<file path="src/rtl/shift_arbiter.sv">
// Round-robin arbiter/sequencer sharing one barrel shifter between two requesters.
// Optional `SHIFT_ARB_ZERO_BYPASS_EN: shamt==0 requests skip the shifter and respond one cycle earlier.
package shift_arbiter_pkg;
  typedef enum logic [1:0] {
    FLAG_SHIFT_SLL = 2'b00,
    FLAG_SHIFT_SRL = 2'b01,
    FLAG_SHIFT_SRA = 2'b11
  } shift_flag_e;
endpackage

module shift_arbiter
  import shift_arbiter_pkg::*;
#(
  parameter logic ARB_INIT = 1'b0
) (
  input  logic           clk,
  input  logic           reset,
  shift_arbiter_if.slave bus
);

  typedef enum logic [1:0] {
    IDLE = 2'd0,
    EXEC = 2'd1,
    RESP = 2'd2
  } state_e;

  state_e      state_q;
  logic        prio_q;
  logic        owner_q;
  logic [31:0] resp_data_q;
  logic [4:0]  sh_a_q;
  logic [31:0] sh_b_q;
  logic [1:0]  sh_flag_q;
  logic        resp0_valid_q;
  logic        resp1_valid_q;
  logic        busy_q;

  logic        grant_valid;
  logic        grant_idx;
  logic [4:0]  sel_shamt;
  logic [31:0] sel_data;
  logic [1:0]  sel_flag;
  logic        resp_done;
  logic        take_bypass;

  // NOTE: every always_comb output gets a default first so no path leaves it unassigned (no latch).
  always_comb begin
    grant_valid = 1'b0;
    grant_idx   = 1'b0;
    if (state_q == IDLE) begin
      grant_valid = bus.req0_valid || bus.req1_valid;
      grant_idx   = (bus.req0_valid && bus.req1_valid) ? prio_q : bus.req1_valid;
    end

    sel_shamt = grant_idx ? bus.req1_shamt : bus.req0_shamt;
    sel_data  = grant_idx ? bus.req1_data  : bus.req0_data;
    sel_flag  = grant_idx ? bus.req1_flag  : bus.req0_flag;

    resp_done = owner_q ? (resp1_valid_q && bus.resp1_ready)
                        : (resp0_valid_q && bus.resp0_ready);
  end

`ifdef SHIFT_ARB_ZERO_BYPASS_EN
  assign take_bypass = (sel_shamt == 5'd0);
`else
  assign take_bypass = 1'b0;
`endif

  // NOTE: sequential state uses non-blocking assignments only, so every flop sees pre-edge values.
  always_ff @(posedge clk) begin
    if (reset) begin
      state_q       <= IDLE;
      prio_q        <= ARB_INIT;
      owner_q       <= 1'b0;
      resp_data_q   <= 32'h0;
      sh_a_q        <= 5'd0;
      sh_b_q        <= 32'h0;
      sh_flag_q     <= FLAG_SHIFT_SLL;
      resp0_valid_q <= 1'b0;
      resp1_valid_q <= 1'b0;
      busy_q        <= 1'b0;
    end else begin
      unique case (state_q)
        IDLE: begin
          if (grant_valid) begin
            sh_a_q    <= sel_shamt;
            sh_b_q    <= sel_data;
            sh_flag_q <= sel_flag;
            owner_q   <= grant_idx;
            prio_q    <= !grant_idx;
            busy_q    <= 1'b1;
            if (take_bypass) begin
              // A zero shift is the identity for every flag, so the operand is the result.
              resp_data_q   <= sel_data;
              resp0_valid_q <= !grant_idx;
              resp1_valid_q <= grant_idx;
              state_q       <= RESP;
            end else begin
              state_q <= EXEC;
            end
          end
        end
        EXEC: begin
          resp_data_q   <= bus.sh_s;
          resp0_valid_q <= !owner_q;
          resp1_valid_q <= owner_q;
          state_q       <= RESP;
        end
        RESP: begin
          if (resp_done) begin
            resp0_valid_q <= 1'b0;
            resp1_valid_q <= 1'b0;
            busy_q        <= 1'b0;
            state_q       <= IDLE;
          end
        end
        default: begin
          resp0_valid_q <= 1'b0;
          resp1_valid_q <= 1'b0;
          busy_q        <= 1'b0;
          state_q       <= IDLE;
        end
      endcase
    end
  end

  assign bus.req0_ready  = grant_valid && !grant_idx;
  assign bus.req1_ready  = grant_valid &&  grant_idx;
  assign bus.resp0_valid = resp0_valid_q;
  assign bus.resp1_valid = resp1_valid_q;
  assign bus.resp_data   = resp_data_q;
  assign bus.sh_a        = sh_a_q;
  assign bus.sh_b        = sh_b_q;
  assign bus.sh_flag     = sh_flag_q;
  assign bus.busy        = busy_q;

endmodule

</file>
<file path="src/rtl/shift_arbiter_if.sv">
// Request/response/shifter bundle shared between shift_arbiter (slave modport)
// and its surroundings: two requesters plus the external barrel shifter (master modport).
interface shift_arbiter_if;
  logic        req0_valid;
  logic        req0_ready;
  logic [4:0]  req0_shamt;
  logic [31:0] req0_data;
  logic [1:0]  req0_flag;

  logic        req1_valid;
  logic        req1_ready;
  logic [4:0]  req1_shamt;
  logic [31:0] req1_data;
  logic [1:0]  req1_flag;

  logic        resp0_valid;
  logic        resp0_ready;
  logic        resp1_valid;
  logic        resp1_ready;
  logic [31:0] resp_data;

  logic [4:0]  sh_a;
  logic [31:0] sh_b;
  logic [1:0]  sh_flag;
  logic [31:0] sh_s;

  logic        busy;

  modport slave (
    input  req0_valid, req0_shamt, req0_data, req0_flag,
    input  req1_valid, req1_shamt, req1_data, req1_flag,
    input  resp0_ready, resp1_ready, sh_s,
    output req0_ready, req1_ready, resp0_valid, resp1_valid, resp_data,
    output sh_a, sh_b, sh_flag, busy
  );

  modport master (
    output req0_valid, req0_shamt, req0_data, req0_flag,
    output req1_valid, req1_shamt, req1_data, req1_flag,
    output resp0_ready, resp1_ready, sh_s,
    input  req0_ready, req1_ready, resp0_valid, resp1_valid, resp_data,
    input  sh_a, sh_b, sh_flag, busy
  );
endinterface

</file>
<file path="src/flat_wrapper.sv">
// flat-port wrapper written by rule: the top's interface ports become plain ports
module shift_arbiter_flat import shift_arbiter_pkg::*;
#(
  parameter logic ARB_INIT = 1'b0
)
  (clk, reset, bus_req0_valid, bus_req0_shamt, bus_req0_data, bus_req0_flag, bus_req1_valid, bus_req1_shamt, bus_req1_data, bus_req1_flag, bus_resp0_ready, bus_resp1_ready, bus_sh_s, bus_req0_ready, bus_req1_ready, bus_resp0_valid, bus_resp1_valid, bus_resp_data, bus_sh_a, bus_sh_b, bus_sh_flag, bus_busy);
  shift_arbiter_if bus_i ();
  input  logic clk;
  input  logic reset;
  input wire logic [$bits(bus_i.req0_valid)-1:0] bus_req0_valid;
  input wire logic [$bits(bus_i.req0_shamt)-1:0] bus_req0_shamt;
  input wire logic [$bits(bus_i.req0_data)-1:0] bus_req0_data;
  input wire logic [$bits(bus_i.req0_flag)-1:0] bus_req0_flag;
  input wire logic [$bits(bus_i.req1_valid)-1:0] bus_req1_valid;
  input wire logic [$bits(bus_i.req1_shamt)-1:0] bus_req1_shamt;
  input wire logic [$bits(bus_i.req1_data)-1:0] bus_req1_data;
  input wire logic [$bits(bus_i.req1_flag)-1:0] bus_req1_flag;
  input wire logic [$bits(bus_i.resp0_ready)-1:0] bus_resp0_ready;
  input wire logic [$bits(bus_i.resp1_ready)-1:0] bus_resp1_ready;
  input wire logic [$bits(bus_i.sh_s)-1:0] bus_sh_s;
  output wire logic [$bits(bus_i.req0_ready)-1:0] bus_req0_ready;
  output wire logic [$bits(bus_i.req1_ready)-1:0] bus_req1_ready;
  output wire logic [$bits(bus_i.resp0_valid)-1:0] bus_resp0_valid;
  output wire logic [$bits(bus_i.resp1_valid)-1:0] bus_resp1_valid;
  output wire logic [$bits(bus_i.resp_data)-1:0] bus_resp_data;
  output wire logic [$bits(bus_i.sh_a)-1:0] bus_sh_a;
  output wire logic [$bits(bus_i.sh_b)-1:0] bus_sh_b;
  output wire logic [$bits(bus_i.sh_flag)-1:0] bus_sh_flag;
  output wire logic [$bits(bus_i.busy)-1:0] bus_busy;
  assign bus_i.req0_valid = bus_req0_valid;
  assign bus_i.req0_shamt = bus_req0_shamt;
  assign bus_i.req0_data = bus_req0_data;
  assign bus_i.req0_flag = bus_req0_flag;
  assign bus_i.req1_valid = bus_req1_valid;
  assign bus_i.req1_shamt = bus_req1_shamt;
  assign bus_i.req1_data = bus_req1_data;
  assign bus_i.req1_flag = bus_req1_flag;
  assign bus_i.resp0_ready = bus_resp0_ready;
  assign bus_i.resp1_ready = bus_resp1_ready;
  assign bus_i.sh_s = bus_sh_s;
  assign bus_req0_ready = bus_i.req0_ready;
  assign bus_req1_ready = bus_i.req1_ready;
  assign bus_resp0_valid = bus_i.resp0_valid;
  assign bus_resp1_valid = bus_i.resp1_valid;
  assign bus_resp_data = bus_i.resp_data;
  assign bus_sh_a = bus_i.sh_a;
  assign bus_sh_b = bus_i.sh_b;
  assign bus_sh_flag = bus_i.sh_flag;
  assign bus_busy = bus_i.busy;
  shift_arbiter #(.ARB_INIT(ARB_INIT)) u_core (.clk(clk), .reset(reset), .bus(bus_i));
endmodule
</file>
<file path="config.mk">
export PLATFORM = sky130hd
export DESIGN_NAME = shift_arbiter_flat
export DESIGN_NICKNAME = d
export VERILOG_FILES = /design/src/rtl/shift_arbiter.sv /design/src/rtl/shift_arbiter_if.sv /design/src/flat_wrapper.sv
export SDC_FILE = /design/constraint.sdc
export NUM_CORES = 1
export LEC_CHECK = 0
export CAP_MARGIN = 10
export CORE_MARGIN = 2
export CORE_UTILIZATION = 39
export DETAILED_ROUTE_END_ITERATION = 7
export GPL_TIMING_DRIVEN = 1
export PLACE_DENSITY = 0.81
export SYNTH_ARGS = -nofsm -noshare
export SYNTH_HDL_FRONTEND = slang
export SYNTH_SLANG_ARGS = --single-unit
</file>
<file path="constraint.sdc">
create_clock -name clk -period 1.8 [get_ports clk]
set_input_delay 0.18 -clock clk [delete_from_list [all_inputs] [get_ports clk]]
set_output_delay 0.18 -clock clk [all_outputs]
set_load 0.01 [all_outputs]
</file>
# Word level (Yosys, flattened, before mapping)
# Cells that the tools add are included.
[totals] out_inout_bits=76 word_cells=44 register_bits=78
[classes] muxes=15 eq_ne=4 n_bitwise=2 reduce_logical=13
[ops] cell="2-to-1 mux 32 bit" count=1
[ops] cell="case mux 1 bit (3 select lines)" count=3
[ops] cell="2-to-1 mux 1 bit" count=6
[ops] cell="2-to-1 mux 2 bit" count=3
[ops] cell="case mux 2 bit (3 select lines)" count=1
[ops] cell="AND reduction 2 bit" count=3
[ops] cell="logical AND 1 bit" count=5
[ops] cell="2-to-1 mux 5 bit" count=1
[ops] cell="inequality test 2 x 1 -> 1 bit (second input constant)" count=2
[ops] cell="AND reduction 3 bit" count=1
[ops] cell="== test 2 x 1 -> 1 bit (second input constant)" count=1
[ops] cell="== test 2 bit (second input constant)" count=1
[ops] cell="logical NOT 1 bit" count=2
[ops] cell="logical NOT 2 bit" count=1
[ops] cell="NOT 1 bit" count=2
[ops] cell="logical OR 1 bit" count=1

# Logic depth before layout (Yosys ltp)
# Gate-level depths: netlist of the first run.
[depth] word_depth=5 ltp_mapped=6 mapped_depth_nobuf=3

# Worst setup path before layout of the first run
# Ideal clock, no wire load.
[synth_path] path_kind="flip-flop to output port" startpoint="register u_core.state_q[0]" endpoint="output port bus_req0_ready" n_path_buf=2 stages_incl_launch_ff=6 path_slack_ns=0.376 t_arrival_ns=1.244 path_cell_list="dfxtp_1 > buf_2 > or3b_1 > buf_2 > nor2_4 > nor2_1"
[synth_via] elab_chain_cells=4 elab_cells_between_ends=5
[synth_rtl] element="start: declaration" line_no="shift_arbiter.sv:27" rtl="state_e state_q;"
[synth_rtl] element="start signal: assignment" line_no="shift_arbiter.sv:72" rtl="state_q <= IDLE;"
[synth_rtl] element="start signal: assignment" line_no="shift_arbiter.sv:97" rtl="state_q <= RESP;"
[synth_rtl] element="start signal: assignment" line_no="shift_arbiter.sv:99" rtl="state_q <= EXEC;"
[synth_rtl] element="logical NOT 2 bit *" line_no="shift_arbiter.sv:50" rtl="if (state_q == IDLE) begin"
[synth_rtl] element="2-to-1 mux 1 bit" line_no="shift_arbiter.sv:50"
[synth_rtl] element="logical NOT 1 bit" line_no="shift_arbiter.sv:127" rtl="assign bus.req0_ready = grant_valid && !grant_idx;"
[synth_rtl] element="logical AND 1 bit *" line_no="shift_arbiter.sv:127"
[synth_rtl] element="end: declaration" line_no="flat_wrapper.sv:21" rtl="output wire logic [$bits(bus_i.req0_ready)-1:0] bus_req0_ready;"
# Mark *: on every way between the ends. The rest lies on a longest branch, timed or not.

# Worst setup path after layout of the first run
[layout_path] startpoint="input port bus_req1_valid" endpoint="output port bus_req0_ready"
[layout_via] elab_chain_cells=5 elab_cells_between_ends=7
[layout_rtl] element="start: declaration" line_no="flat_wrapper.sv:14" rtl="input wire logic [$bits(bus_i.req1_valid)-1:0] bus_req1_valid;"
[layout_rtl] element="logical AND 1 bit" line_no="shift_arbiter.sv:52" rtl="grant_idx = (bus.req0_valid && bus.req1_valid) ? prio_q : bus.req1_valid;"
[layout_rtl] element="2-to-1 mux 1 bit" line_no="shift_arbiter.sv:52"
[layout_rtl] element="2-to-1 mux 1 bit" line_no="shift_arbiter.sv:50"
[layout_rtl] element="logical NOT 1 bit" line_no="shift_arbiter.sv:127"
[layout_rtl] element="logical AND 1 bit *" line_no="shift_arbiter.sv:127"
# Marked as above.

==> key figures, run 1 <==
Power and ir drop
  – Power share of the combinational group: roughly a third
  – Peak supply drop: just under 500 uV
  – Sw Ratio: 29.2%
  – Internal power: 3770 uW
  – Cell Pwr Density: 930 nW/um^2
  – Leak pwr: roughly 0.0020 uW
  – Switch Pwr: about 1600 uW
  – Sequential share of power: between 30% and 40%
  – Clock network power share: ~30%

Setup path
  – Crit-path leading delay family: buffers and inverters
  – CP max stage delay: 490 ps
  – Crit path cell chain: clkdlybuf4s50_1 > or3b_4 > nor2_4 > nor2_1 > dlygate4sd2_1
  – CP Class: input pin to primary output
  – CP startpoint: bus_req1_valid
  – CP max FO: 3
  – R2r setup slk: around 220 ps
  – Setup crit start kind: input pin
  – FF-to-FF path depth: 5
  – CP Capture Point: bus_req0_ready
  – Cell depth of the worst setup path: 5
  – Worst reg2reg endpoint: u_core.bus.sh_b[4]
  – CP Buf/Inv Count: 2
  – Reg-to-Reg Start: u_core.state_q[0]
  – WP data required: 1620 ps
  – Critical Path Sink Type: primary output
  – Cell at the slowest stage of the critical path: clkdlybuf4s50_1
  – Arr. time, crit path: between 1500 and 2000 ps

Place
  – Dpl cells: slightly below 700
  – Area post-placement: roughly 5500 um^2
  – Gp weighted congestion: between 0.7 and 0.8
  – Dpl hpwl: 7950 um
  – IO Port Bufs: about 190

Logic synthesis
  – Seq cells post-synth: just under 80
  – Number of synthesized flops with an enable pin: 0
  – Share of the synthesized area in the top cell type: 45.5%
  – Distinct cell type count after synthesis: 28
  – Most common cell in the synthesized netlist: dfxtp_1
  – Sequential-to-total area share from yosys stat: between 40 and 50%
  – Main synth FF type: dfxtp_1
  – Cells after Synth: between 400 and 500
  – Synthesized cell area: roughly 3400 um^2
  – Warnings from Yosys: 0
  – Synth top area cells: dfxtp_1, a21oi_1, a311oi_1
  – Area leader, netlist: dfxtp_1
  – Syn Area/Cell: about 8.4 um^2
  – Post-synth top cells: dfxtp_1, a21oi_1, nand2_1, nand4_1, o21ai_1
  – Async set-reset flop share out of synthesis: 0%
  – Syn nets: between 500 and 600

GRT
  – Initial antenna violation count: 0
  – Pin count of the biggest net entering global routing: approximately 40
  – Total gr overflow: 0
  – GRT Overall Usage: ~22%
  – Vias in the first global route: between 3000 and 4000
  – First-pass GRT wire length: about 17000 um

Final layout
  – Fillers: ~730
  – Diode count: 0
  – Nets: 699
  – Non-filler cells, final: ~700
  – Area growth syn-to-layout: 66.8%
  – Layout cell share with drive strength beyond 1: under 10%
  – Fin area: about 5700 um^2

Clock tree
  – Hold Buf Count CTS: 0
  – Max H-tree Level: 3
  – # resized after CTS: 3
  – Worst skew pair latency: roughly 340 ps
  – Total CTS buffers: 9
  – CTS tree: built
  – Clock slew at reported path FFs: 70 ps
  – Num Clock Sinks: slightly below 80
  – Post CTS Setup Buffer Count: 0
  – Clock root buffer: clkbuf_8
  – Max Root-Sink Buffers: 2

Floorplanning
  – Initial Util: between 30 and 40%
  – Die area: 9570 um^2
  – Number of core rows: 34
  – Height of the chip: between 90 and 100 um
  – Die W: 97.8 um
  – I/O pin count: roughly 190
  – Core Region: between 8000 and 9000 um^2

Route
  – Initial DRC count: 112
  – Routed Antenna Nets: 0
  – DRC errors left: 0
  – DR pass1 iterations: 4
  – Wirelength per Cell: approximately 16 um
  – Mean number of vias per cell: 5.57
  – Total wire length: between 10000 and 15000 um
  – Vias: a little under 4000

Job
  – Max-cap violations: 0

Timing
  – Fin crit share: roughly 96%
  – Final hold vios: 0
  – Pins Over Slew Limit: 0
  – Max-slew headroom: 59.4%
  – Max Clk Rate: 581 MHz
  – Setup-failing EPs final: 0
  – Worst slew pin tran: 609 ps
  – RSZ-0062 raised after global routing: no
  – TNS Setup: 0 ps
  – Min cycle time layout: roughly 1700 ps
  – Layout Skew: around 12 ps

Min path
  – Worst Hold Class: input pin to flop

Run status
  – Status: finished, final reports clean
==> metal layers <==
metal	track usage [%]	vias up	wire, um
li1	-	1865	-
met1	25.6	1799	4490
met2	37.8	183	5330
met3	6.08	21	995
met4	7.26	0	188
met5	0	-	0
==> cell families (layout without fill, tap and decap cells) <==
| kind of cell | count (synthesis) | after routing | synth area share (%) |
|---|---|---|---|
| compound gates | 158 | 158 | 29.7 |
| flops | 78 | 78 | 45.5 |
| simple gates | 120 | 120 | 17.2 |
| buf+inv | 53 | 229 | 7.03 |
| mux | 2 | 2 | 0.583 |
==> power by group through the flow <==
stage | clock network [uW] | logic, uW | registers [uW]
final | 1590 | 1680 | 2050
after global routing | 1690 | 1800 | 2080
after CTS | 1630 | 1690 | 2050
after detailed placement | 0 | 1690 | 2090
after global placement | 0 | 1650 | 2090
after floorplan | 0 | 733 | 2170
==> registers in the layout, indices dropped and copies added (netlist names), 2 cells and up <==
register              count
u_core.state_q            2
u_core.bus.sh_a           5
u_core.bus.sh_flag        2
u_core.bus.sh_b          32
u_core.bus.resp_data     32
==> stage by stage <==
step           power (uW)  setup WS [ps]  utilization, %  hold WS (ps)
4_1_cts              5370           74.8            66.3           351
2_1_floorplan        2900            376               -           316
3_3_place_gp         3740           -154            63.5           441
3_5_place_dp         3780           -220            63.5           447
6_report             5320           79.8            66.3           361
5_1_grt              5570           25.1            66.3           381
==> how the worst min path moves through the flow <==
stage,slack [ps],from,endpoint,depth (start not counted)
after global routing,380,bus_sh_s[11],u_core.bus.resp_data[11],3
after detailed placement,450,u_core.bus.resp_data[19],u_core.bus.resp_data[19],2
after floorplan,320,bus_sh_s[0],u_core.bus.resp_data[0],2
after CTS,350,reset,u_core.bus.resp_data[15],2
after global placement,440,u_core.bus.resp_data[28],u_core.bus.resp_data[28],2
final,360,reset,u_core.state_q[0],2
==> cell usage in the layout, fill, tap and decap left out, types with 2 or more instances in the layout <==
cell             netlist  final
a21oi_1               74     74
a311oi_1              29     29
a311oi_2              10     10
buf_12                 0      5
buf_4                  2     17
bufinv_16              0      3
clkbuf_8               0     10
clkdlybuf4s50_1        0    188
dfxtp_1               78     78
dlygate4sd2_1          0      2
mux2i_1                2      2
nand2_1               65     65
nand2b_1               5      5
nand4_1               39     39
nor2_1                 3      2
nor2_4                 1      2
o21ai_1               39     39
o32ai_1                2      2
==> cell type report <==
type	count	area (um^2)	area share, %
flip-flops and latches	78	1560	27.3
clock inverters	5	106	1.86
well taps	108	135	2.36
inverters	1	3.75	0.0655
multi-input cells	280	1650	28.8
repair buffers	213	2130	37.2
clock buffers	10	138	2.40
(Power assumes the default switching activity.)
==> run 2: changes to the inputs <==
--- a/config.mk
+++ b/config.mk
@@ -11,6 +11,7 @@
 export DETAILED_ROUTE_END_ITERATION = 7
 export GPL_TIMING_DRIVEN = 1
 export PLACE_DENSITY = 0.81
+export SLEW_MARGIN = 5
 export SYNTH_ARGS = -nofsm -noshare
 export SYNTH_HDL_FRONTEND = slang
 export SYNTH_SLANG_ARGS = --single-unit
==> results of run 2 <==
Final layout, timing and power as in run 1 (identical DEF).
